### config.mk
export PLATFORM = sky130hd
export DESIGN_NAME = bcd_display_2
export DESIGN_NICKNAME = d
export VERILOG_FILES = /design/src/rtl/bcd_display_pkg.sv /design/src/rtl/bcd_display_2_bin_to_bcd.sv /design/src/rtl/bcd_display_2.sv
export SDC_FILE = /design/constraint.sdc
export NUM_CORES = 1
export LEC_CHECK = 0
export CORE_ASPECT_RATIO = 2
export CORE_UTILIZATION = 50
export DETAILED_ROUTE_END_ITERATION = 12
export PLACE_DENSITY_LB_ADDON = 0.15
export SETUP_SLACK_MARGIN = 0.1
export SYNTH_ARGS = -nofsm -noshare
export SYNTH_HDL_FRONTEND = slang
export SYNTH_HIERARCHICAL = 1
export SYNTH_SLANG_ARGS = --single-unit
### constraint.sdc
create_clock -name CLK -period 2 [get_ports CLK]
set_input_delay 0.3 -clock CLK [delete_from_list [all_inputs] [get_ports CLK]]
set_output_delay 0.3 -clock CLK [all_outputs]
set_load 0.1 [all_outputs]
### src/rtl/bcd_display_pkg.sv
// Shared constants for the two-digit BCD display: segment patterns (active-low,
// gfedcba), converter states and the double-dabble iteration count.
package bcd_display_pkg;

  localparam int unsigned BCD_ITERS = 7;

  localparam logic [6:0] SEG_0    = 7'b1000000;
  localparam logic [6:0] SEG_1    = 7'b1111001;
  localparam logic [6:0] SEG_2    = 7'b0100100;
  localparam logic [6:0] SEG_3    = 7'b0110000;
  localparam logic [6:0] SEG_4    = 7'b0011001;
  localparam logic [6:0] SEG_5    = 7'b0010010;
  localparam logic [6:0] SEG_6    = 7'b0000010;
  localparam logic [6:0] SEG_7    = 7'b1111000;
  localparam logic [6:0] SEG_8    = 7'b0000000;
  localparam logic [6:0] SEG_9    = 7'b0010000;
  localparam logic [6:0] SEG_DASH = 7'b0111111;
  localparam logic [6:0] SEG_OFF  = 7'b1111111;

  typedef enum logic {
    IDLE,
    CONV
  } conv_state_e;

  function automatic logic [6:0] seg_decode(input logic [3:0] digit);
    case (digit)
      4'd0:    seg_decode = SEG_0;
      4'd1:    seg_decode = SEG_1;
      4'd2:    seg_decode = SEG_2;
      4'd3:    seg_decode = SEG_3;
      4'd4:    seg_decode = SEG_4;
      4'd5:    seg_decode = SEG_5;
      4'd6:    seg_decode = SEG_6;
      4'd7:    seg_decode = SEG_7;
      4'd8:    seg_decode = SEG_8;
      4'd9:    seg_decode = SEG_9;
      default: seg_decode = SEG_OFF;
    endcase
  endfunction

endpackage

### src/rtl/bcd_display_2_bin_to_bcd.sv
// Sequential 7-bit binary to BCD converter (shift-add-3), restarting whenever
// the input differs from the last converted value; outputs only full results.
module bin_to_bcd_7
  import bcd_display_pkg::*;
(
  input  logic       CLK,
  input  logic       RST_N,
  input  logic [6:0] count_in,
  output logic [3:0] tens,
  output logic [3:0] ones,
  output logic       valid,
  output logic       ovf
);

  conv_state_e r_state, w_state_next;
  logic [6:0]  r_shift;
  logic [6:0]  r_last_val;
  logic [9:0]  r_acc;
  logic [9:0]  w_acc_adj;
  logic [9:0]  w_acc_next;
  logic [2:0]  r_iter;
  logic        r_pend;
  logic        w_start;
  logic        w_done;
  logic [3:0]  r_tens;
  logic [3:0]  r_ones;
  logic        r_valid;
  logic        r_ovf;

  // Hundreds field is at most 1 for a 7-bit input, so it never needs adjusting.
  always_comb begin
    w_acc_adj = r_acc;
    if (r_acc[3:0] >= 4'd5) w_acc_adj[3:0] = r_acc[3:0] + 4'd3;
    if (r_acc[7:4] >= 4'd5) w_acc_adj[7:4] = r_acc[7:4] + 4'd3;
    w_acc_next = {w_acc_adj[8:0], r_shift[6]};
  end

  assign w_start = (r_state == IDLE) && (r_pend || (count_in != r_last_val));
  assign w_done  = (r_state == CONV) && (r_iter == 3'(BCD_ITERS - 1));

  always_comb begin
    w_state_next = r_state;
    case (r_state)
      IDLE:    if (w_start) w_state_next = CONV;
      CONV:    if (w_done)  w_state_next = IDLE;
      default: w_state_next = IDLE;
    endcase
  end

  always_ff @(posedge CLK) begin
    if (!RST_N) begin
      r_state    <= IDLE;
      r_pend     <= 1'b1;
      r_last_val <= '0;
      r_shift    <= '0;
      r_acc      <= '0;
      r_iter     <= '0;
      r_tens     <= '0;
      r_ones     <= '0;
      r_valid    <= 1'b0;
      r_ovf      <= 1'b0;
    end else begin
      r_state <= w_state_next;
      if (w_start) begin
        r_shift    <= count_in;
        r_last_val <= count_in;
        r_acc      <= '0;
        r_iter     <= '0;
        r_pend     <= 1'b0;
      end else if (r_state == CONV) begin
        r_acc   <= w_acc_next;
        r_shift <= {r_shift[5:0], 1'b0};
        r_iter  <= r_iter + 3'd1;
      end
      if (w_done) begin
        r_tens  <= w_acc_next[7:4];
        r_ones  <= w_acc_next[3:0];
        r_ovf   <= (w_acc_next[9:8] != 2'd0);
        r_valid <= 1'b1;
      end
    end
  end

  assign tens  = r_tens;
  assign ones  = r_ones;
  assign valid = r_valid;
  assign ovf   = r_ovf;

endmodule

### src/rtl/bcd_display_2.sv
// Two-digit common-anode display driver: BCD conversion plus digit multiplexing.
// Optional blinking while stopped is enabled by defining BCD_DISPLAY_BLINK_EN.
module bcd_display_2
  import bcd_display_pkg::*;
#(
  parameter int unsigned REFRESH_DIV = 1000,
  parameter int unsigned BLINK_DIV   = 64
) (
  input  logic       CLK,
  input  logic       RST_N,
  input  logic [6:0] count_in,
  input  logic       stop,
  output logic [3:0] tens,
  output logic [3:0] ones,
  output logic       valid,
  output logic       ovf,
  output logic [6:0] seg,
  output logic [1:0] an
);

  localparam int unsigned RW = (REFRESH_DIV > 1) ? $clog2(REFRESH_DIV) : 1;

  logic [RW-1:0] r_refresh;
  logic          r_sel;
  logic          w_wrap;
  logic          w_blank;
  logic [3:0]    w_digit;

  bin_to_bcd_7 u_conv (
    .CLK      (CLK),
    .RST_N    (RST_N),
    .count_in (count_in),
    .tens     (tens),
    .ones     (ones),
    .valid    (valid),
    .ovf      (ovf)
  );

  assign w_wrap = (r_refresh == RW'(REFRESH_DIV - 1));

  always_ff @(posedge CLK) begin
    if (!RST_N) begin
      r_refresh <= '0;
      r_sel     <= 1'b0;
    end else if (w_wrap) begin
      r_refresh <= '0;
      r_sel     <= ~r_sel;
    end else begin
      r_refresh <= r_refresh + 1'b1;
    end
  end

`ifdef BCD_DISPLAY_BLINK_EN
  localparam int unsigned BW = (BLINK_DIV > 1) ? $clog2(BLINK_DIV) : 1;

  logic [BW-1:0] r_blink;
  logic          r_phase;

  // Phase can only be set while stop is held, so it alone gates the anodes.
  always_ff @(posedge CLK) begin
    if (!RST_N || !stop) begin
      r_blink <= '0;
      r_phase <= 1'b0;
    end else if (w_wrap) begin
      if (r_blink == BW'(BLINK_DIV - 1)) begin
        r_blink <= '0;
        r_phase <= ~r_phase;
      end else begin
        r_blink <= r_blink + 1'b1;
      end
    end
  end

  assign w_blank = r_phase;
`else
  logic w_unused_stop;
  assign w_unused_stop = stop & (BLINK_DIV != 0);
  assign w_blank       = 1'b0;
`endif

  assign w_digit = r_sel ? tens : ones;

  always_comb begin
    an  = 2'b11;
    seg = SEG_OFF;
    if (valid) begin
      an  = w_blank ? 2'b11 : (r_sel ? 2'b01 : 2'b10);
      seg = ovf ? SEG_DASH : seg_decode(w_digit);
    end
  end

endmodule
# --- Word-level counts from Yosys, hierarchy flattened ---
# Memory sizes are Yosys's and may differ from the RTL's.
# Index checks and enable logic that the tools add are counted.
# Widths: inputs -> output; s select.
totals:
  regBits: 49
  romBits: 112
  out_inout_bits: 19
  n_memories: 1
op_classes:
  addsub: 4
  order_cmp: 2
  eq_ne: 3
  muxes: 12
  bitwise_logic: 3
  reduce_logical: 7
mem_list:
  columns: ["name", "depth", "word_bits", "read_ports", "rd_clocked_by_memory_dff", "write_ports", "line_no", "source"]
  rows:
  - ["(no name shown)", 16, 7, 1, 0, 0, "bcd_display_pkg.sv:26", "case (digit)"]
ops:
  columns: ["operator", "count"]
  rows:
  - ["$mux 7", 4]
  - ["$mux 4", 3]
  - ["$add 10x1->10 const B", 1]
  - ["$eq 10x10->1 const B", 1]
  - ["$add 4x2->4 const B", 2]
  - ["$ge 4x3->1 const B", 2]
  - ["$ne 7x7->1", 1]
  - ["$mux 2", 2]
  - ["$reduce_bool 2->1", 2]
  - ["$reduce_or 2->1", 2]
  - ["$add 3x1->3 const B", 1]
  - ["$eq 3x3->1 const B", 1]
  - ["$not 1->1", 3]
  - ["$logic_and 1x1->1", 2]
  - ["$mux 1", 2]
  - ["$pmux 1 s2", 1]
  - ["$logic_or 1x1->1", 1]

# --- Logic depth before layout (Yosys ltp) ---
# Gate-level depths: netlist of run 1.
logic_depth:
  ltp_word: 5
  mapped_depth: 7
  depth_no_buf: 7

# --- Modules after synthesis ---
# Netlist of run 1, hierarchy kept.
by_module_without_submodules:
  columns: ["mod", "n_inst", "cells_each", "area_each_um2"]
  rows:
  - ["bin_to_bcd_7", 1, 206, 1720.4]
  - ["bcd_display_2", 1, 97, 768.2]

# --- Worst setup path after synthesis of run 1 ---
# Ideal clock, no wire load.
synth_path:
  kind: "register -> output"
  startpoint: "reg u_conv.r_tens[1], in the netlist u_conv/tens[1]"
  endpoint: "out seg[1]"
  arrival_time_ns: 3.861
  required_time_ns: 1.700
  slack_ns: -2.161
  path_stages_with_launch: 6
  n_path_buf: 0
  path_cell_list: "dfxtp_1 > mux2_2 > inv_1 > ha_1 > a21oi_1 > o21ai_0"
synth_via:
  elab_chain_len: 4
synth_lines:
  columns: ["item", "line_no", "source"]
  rows:
  - ["start, declared", "bcd_display_2_bin_to_bcd.sv:25", "logic [3:0] r_tens;"]
  - ["start signal, assigned", "bcd_display_2_bin_to_bcd.sv:76", "r_tens <= w_acc_next[7:4];"]
  - ["$mux 4", "bcd_display_2.sv:81", "assign w_digit = r_sel ? tens : ones;"]
  - ["$mem_v2 16x7", null, null]
  - ["$mux 7", "bcd_display_2.sv:88", "seg = ovf ? SEG_DASH : seg_decode(w_digit);"]
  - ["$mux 7", "bcd_display_2.sv:86", "if (valid) begin"]
  - ["end, declared", "bcd_display_2.sv:17", "output logic [6:0] seg,"]
# No other way between the ends.

# --- Worst setup path in the final report of run 1 ---
layout_path:
  startpoint: "reg r_sel"
  endpoint: "out seg[3]"
layout_via:
  elab_chain_len: 4
layout_lines:
  columns: ["item", "line_no", "source"]
  rows:
  - ["start, declared", "bcd_display_2.sv:24", "logic r_sel;"]
  - ["start signal, assigned", "bcd_display_2.sv:47", "r_sel <= ~r_sel;"]
  - ["$mux 4", "bcd_display_2.sv:81", null]
  - ["$mem_v2 16x7", null, null]
  - ["$mux 7", "bcd_display_2.sv:88", null]
  - ["$mux 7", "bcd_display_2.sv:86", null]
# No other way between the ends.

==> results of run 1 <==
[synthesized netlist by cell type (2+ instances only)]
library cell / instances / area share, %
nor3_1: 5 / 1.0
clkbuf_1: 6 / 0.90
nand4_1: 3 / 0.75
a21oi_1: 35 / 7.0
buf_2: 4 / 0.80
and3_1: 2 / 0.50
mux2_2: 4 / 1.8
nand3_1: 17 / 3.4
nor2_1: 24 / 3.6
nand2_1: 51 / 7.7
o211ai_1: 2 / 0.60
o21ai_0: 16 / 3.2
xnor2_1: 10 / 3.5
nand2b_1: 10 / 2.5
ha_1: 13 / 6.5
mux2i_1: 18 / 7.2
dfxtp_1: 49 / 39
xor2_1: 3 / 1.1
a31oi_1: 4 / 1.0
inv_1: 11 / 1.7
[metrics by stage]
stage | std cells | setup slack, ps | instance area (sq um)
final | 408 | -147 | 3350
after global routing | 408 | -201 | 3350
after CTS | 407 | -156 | 3320
after detailed placement | 394 | -163 | 3160
after global placement | 394 | -103 | 3160
after floorplan | 303 | -176 | 2670
[cell families (layout without fill, tap and decap cells)]
| logic type | Yosys count | count (layout) | share of synthesized area, % |
|---|---|---|---|
| compound gates | 63 | 63 | 13.9 |
| xor+xnor | 13 | 13 | 4.58 |
| mux | 22 | 22 | 9.05 |
| simple gates | 119 | 119 | 21.9 |
| flops | 49 | 49 | 39.4 |
| fa+ha+maj | 13 | 13 | 6.54 |
| buf+inv | 24 | 72 | 4.57 |
[sequential cells by signal, summed over array words and instances, names as in the netlist]
signal	count
u_conv/ones	4
u_conv/tens	4
u_conv/r_shift	7
r_sel	1
u_conv/r_state	1
u_conv/ovf	1
u_conv/r_pend	1
u_conv/r_iter	3
u_conv/r_acc	9
u_conv/r_last_val	7
u_conv/valid	1
r_refresh	10
[report_power, final]
group,total (W),switching (W),internal (W),leakage (nW)
combinational,0.000150,0.0000774,0.0000724,0.823
sequential,0.00103,0.0000323,0.000999,0.409
clock,0.000583,0.000333,0.000250,0.0456
total,0.00176,0.000443,0.00132,1.28
[final cells by class]
type / instances / area share [%]
Multi-Input combinational cell: 230 / 47.2
Sequential cell: 49 / 30.4
Timing Repair Buffer: 52 / 16.3
Clock buffer: 6 / 2.17
Tap cell: 57 / 2.13
Inverter: 12 / 1.42
Clock inverter: 2 / 0.411
[critical path, cell delays in order (launching register included)]
cell,delay [ps]
dfxtp_4,380
mux2_4,340
inv_4,80
ha_4,120
nor2_2,30
o21a_2,230
a31oi_4,170
buf_12,190
[cell usage in the layout, fill, tap and decap left out, types with 3 or more instances in the layout]
master,n
inv_1,9
buf_6,3
nand4_1,3
a31oi_1,3
nand2_1,51
dfxtp_1,38
buf_4,31
nor2_1,21
o21ai_4,3
clkbuf_8,5
dfxtp_4,9
buf_12,10
ha_1,11
mux2_4,4
nand2b_1,10
nor3_1,5
xnor2_1,10
nand3_1,17
xor2_1,3
mux2i_1,17
a21oi_1,33
o21ai_0,12
clkdlybuf4s50_1,8
[worst max path at each step]
stage          slack (ps)  depth (start not counted)           start                to
2_1_floorplan        -180                          6  u_conv/ones[1]            seg[3]
3_3_place_gp         -100                          7     count_in[3]  u_conv/r_iter[2]
3_5_place_dp         -160                          7     count_in[0]  u_conv/r_iter[2]
4_1_cts              -160                          7           r_sel            seg[5]
5_1_grt              -200                          7           r_sel            seg[3]
6_report             -150                          7           r_sel            seg[3]
[per-layer routing]
metal	vias to the layer above	part of all wire [%]	global-route usage, %
li1	1137	-	-
met1	1086	38	21.1
met2	54	55	42.9
met3	13	2.7	3.60
met4	0	3.6	13.1
met5	-	0	0
[repair_timing]
item | 4_1_cts | 5_1_grt
setup buffers | 5 | 1
hold buffers | 0 | 0
setup endpoints to repair | 7 | 8
pin swaps | 4 | 2
gates resized for setup | 10 | 4
endpoints found under the hold margin | 0 | 0
==> results.tsv, run 1 <==
metric	value	unit
status	finished, violations left	
failing checks	setup timing	
Slew @ Worst Pin	669	ps
Syn Area/Cell	8.21	sq um
cell count of the worst reg-to-reg path	6	
Final Hold Vio Count	0	
io pins	29	
Sequential Area	1020	sq um
GP Congestion	0.798	
DR pass1 iterations	6	
Peak Freq	466	MHz
die area	5280	sq um
Num Clock Sinks	49	
multi-input logic area	1580	sq um
synthesized net count	326	
Via-to-Cell Ratio	5.61	
warnings from Yosys	6	
die width	51.9	um
FF+latch count, synth	49	
FFs w/ async S/R, synth	0	%
pins over their slew limit	0	
Clock Tree Buf Depth	2	
Layout Area Growth over Synthesis	34.6	%
total gr overflow	0	
largest net degree at the start of global routing	26	
Slew HR	55.3	%
Post-Synthesis Cells	303	
hold path depth	1	
Total GRT Usage	22.5	%
sequential element share of the synthesized area	39.4	%
maxcap violations	0	
# DRC	0	
fill count	393	
skew final	16.5	ps
crit path max fanout	4	
H-tree Lvls	2	
worst r2r src	u_conv/r_last_val[0]	
share of layout cells above drive strength 1	25.1	%
RSZ-0062 raised after global routing	true	
CTS tree	yes	
core region area	4820	sq um
1st-iter DRT viols	42	
Min Hold Slack	454	ps
PwrDens	527	nW/um^2
Setup TNS	-780	ps
num rows	36	
die height	102	um
post-layout min period	2150	ps
worst path required time	1700	ps
Cell Area, Synth	2490	sq um
final WL	5420	um
Hold Path Class	flop to flop	
Setup crit end kind	primary output	
crit path DAT	1850	ps
WL/cell	13.3	um
maximum VDD drop	0.521	mV
Synth cell types	36	
Initial Utilization	51.6	%
crit path kind	flop to primary output	
PortBufs	27	
Hold Path End	r_refresh[0]	
hold path start	r_refresh[0]	
ANT nets after route	0	
final period utilization	107	%
number of global-route vias before repair	2096	
global-route wire length before repair	8990	um
Pleak	1.28	nW
detailed placer's ending HPWL	4030	um
Root Driver	clkbuf_8	
TritonCTS Buffers	5	
r2r endpoint	u_conv/r_iter[2]	
initial antenna violation count	0	
nets@finish	373	
Clk Latency, worst-skew pair	310	ps
Final setup viols	7	
# diodes	0	
vias	2290	
PnR Total Power	0.00176	W
crit start category	flop	
ys flop type	dfxtp_1	
CTS clk-pin slew, worst paths	80	ps
utilization after layout	69.5	%
setup ws final	-147	ps
r2r setup slk	380	ps
Post-synth EDFFs	0	
No activity file was read; power rests on OpenSTA's default activity.
==> run 2: changes to the inputs <==
--- a/config.mk
+++ b/config.mk
@@ -9,7 +9,7 @@
 export CORE_UTILIZATION = 50
 export DETAILED_ROUTE_END_ITERATION = 12
 export PLACE_DENSITY_LB_ADDON = 0.15
-export SETUP_SLACK_MARGIN = 0.1
+export SETUP_SLACK_MARGIN = 0.3
 export SYNTH_ARGS = -nofsm -noshare
 export SYNTH_HDL_FRONTEND = slang
 export SYNTH_HIERARCHICAL = 1
==> constraint.sdc (replaced) <==
create_clock -name CLK -period 2 [get_ports CLK]
set_input_delay 0.3 -clock CLK [delete_from_list [all_inputs] [get_ports CLK]]
set_output_delay 0.3 -clock CLK [all_outputs]
set_load 0.05 [all_outputs]
==> run 2 against run 1 <==
  * Worst hold slack worse by 120 ps
  * First-iteration DRC count down 60%
  * Sequential cell count unchanged
  * Total power up 1.3%
  * Maximum frequency down 0.77%
  * Combinational power up 4%
  * Clock skew down 11 ps
  * Cell count unchanged
  * The run still ends with setup timing left
==> results.tsv, run 2 (synthesis gave the netlist of run 1 again) <==
metric	value	unit
Regs by FF count	r_refresh (10), u_conv/r_acc (9)	
failing checks	setup timing	
detailed placer's ending HPWL	3970	um
cell area after layout	3410	sq um
Peak Freq	462	MHz
final WL	5510	um
Setup TNS	-867	ps
total gr overflow	0	
status	finished, violations left	
TritonCTS Buffers	5	
# diodes	0	
1st-iter DRT viols	17	
die area	5280	sq um
die width	51.9	um
Hold Path Class	primary input to flop	
num rows	36	
Psw	0.000425	W
Num Clock Sinks	49	
crit start category	flop	
CTS clk-pin slew, worst paths	80	ps
Clock Tree Buf Depth	2	
crit path kind	flop to primary output	
final period utilization	108	%
worst path required time	1700	ps
Clk Latency, worst-skew pair	300	ps
Root Driver	clkbuf_8	
Final setup viols	7	
crit-path cells	mux2_4, inv_4, ha_4, nor2_4, o21a_4, a31oi_4, buf_12	
io pins	29	
Setup crit end kind	primary output	
Hold Path End	u_conv/r_last_val[1]	
Slew @ Worst Pin	497	ps
largest net degree at the start of global routing	26	
fill count	375	
crit path DAT	1860	ps
Sw Ratio	23.8	%
GP Congestion	0.797	
PwrDens	524	nW/um^2
skew final	5.11	ps
initial antenna violation count	0	
cell count of the worst reg-to-reg path	7	
most frequent cells in the layout	nand2_1, dfxtp_1, a21oi_1	
vias	2253	
DR pass1 iterations	4	
PnR Total Power	0.00179	W
CTS tree	yes	
Final Hold Vio Count	0	
setup ws final	-164	ps
most common cell after layout, fill and taps aside	nand2_1	
# DRC	0	
Total GRT Usage	23.2	%
worst r2r src	u_conv/r_last_val[0]	
Top reg by flops	r_refresh	
H-tree Lvls	2	
Max stage delay on crit path	400	ps
number of global-route vias before repair	2164	
Largest register FFs	10	
maximum VDD drop	0.606	mV
hold path start	count_in[1]	
Area after DPL	3100	sq um
RSZ-0062 raised after global routing	true	
WL/cell	13.5	um
global-route wire length before repair	9250	um
Initial Utilization	51.6	%
nets@finish	373	
Pleak	1.34	nW
WP buf/inv	2	
Layout Area Growth over Synthesis	36.9	%
r2r endpoint	u_conv/r_acc[2]	
power share of the clock group	33.1	%
Crit path max-delay family	flip-flops	
die height	102	um
PortBufs	27	
Min Hold Slack	338	ps
share of layout cells above drive strength 1	25.9	%
combinational power share	8.7	%
Via-to-Cell Ratio	5.52	
hold path depth	3	
share of power burned in registers	58.2	%
Internal	0.00136	W
maxcap violations	0	
Slew HR	66.9	%
post-layout min period	2160	ps
ANT nets after route	0	
r2r setup slk	330	ps
Post-CTS Hold Buffers	0	
CP max-delay cell	dfxtp_4	
pins over their slew limit	0	
crit path max fanout	6	
core region area	4820	sq um
[run 2: cell count changes in the layout (fill, tap and decap cells not counted), sizes merged]
cell	previous run	this run
clkdlybuf4s15	0	1
clkinv	1	0
dlygate4sd2	0	13
inv	13	12
buf	44	33
dlymetal6s2s	0	3
clkbuf	6	8
clkdlybuf4s50	8	2
[run 2: cell type report]
cell class,count,area [sq um],share of cell area [%]
clock buffer,8,90.1,2.64
timing repair buffer,52,515,15.1
sequential,49,1010,29.6
inverter,12,47.5,1.40
multi-input combinational,230,1670,49.1
tap,57,71.3,2.09
[run 2: metal layers]
layer | track usage [%] | vias up | share of wire, %
met5 | 0 | - | 0
met3 | 3.45 | 11 | 2.1
met4 | 10.2 | 0 | 2.7
met2 | 45.2 | 33 | 57
met1 | 22.5 | 1077 | 38
li1 | - | 1132 | -
[run 2: through the flow]
stage	setup WS, ps	std cells	util [%]
floorplan	105	303	-
global placement	-26.1	394	64.4
detailed placement	-95.9	394	64.4
CTS	-169	408	69.3
global route	-229	408	70.7
finish	-164	408	70.7
[run 2: how the worst max path moves through the flow]
stage,from,end,slack (ps),cells past startpoint
after floorplan,r_sel,seg[6],100,5
after global placement,count_in[5],u_conv/r_iter[2],-30,7
final,r_sel,seg[3],-160,7
after CTS,r_sel,seg[6],-170,6
after detailed placement,count_in[4],u_conv/r_acc[3],-100,8
after global routing,r_sel,seg[4],-230,6
[run 2: worst reg2reg max path: cells and delay by family (launching register included)]
kind / cells / cell delay (ps)
AND/OR/NAND/NOR: 3 / 610
flip-flops: 1 / 340
buffers and inverters: 2 / 300
XOR/XNOR: 1 / 190
AO/OA/AOI/OAI: 1 / 170
[run 2: power by group through the flow]
stage	clock network [W]	registers [W]	logic [W]
6_report	0.000591	0.00104	0.000156
4_1_cts	0.000612	0.00104	0.000155
2_1_floorplan	0	0.00105	0.0000997
3_5_place_dp	0	0.00106	0.000152
3_3_place_gp	0	0.00106	0.000148
5_1_grt	0.000640	0.00104	0.000176
[run 2: timing repair]
item | CTS | global route
hold endpoints to repair | 0 | 0
gates cloned | 0 | 0
pin swaps | 5 | 10
endpoints found under the setup margin | 40 | 28
setup buffers | 6 | 0
resized for setup | 41 | 17
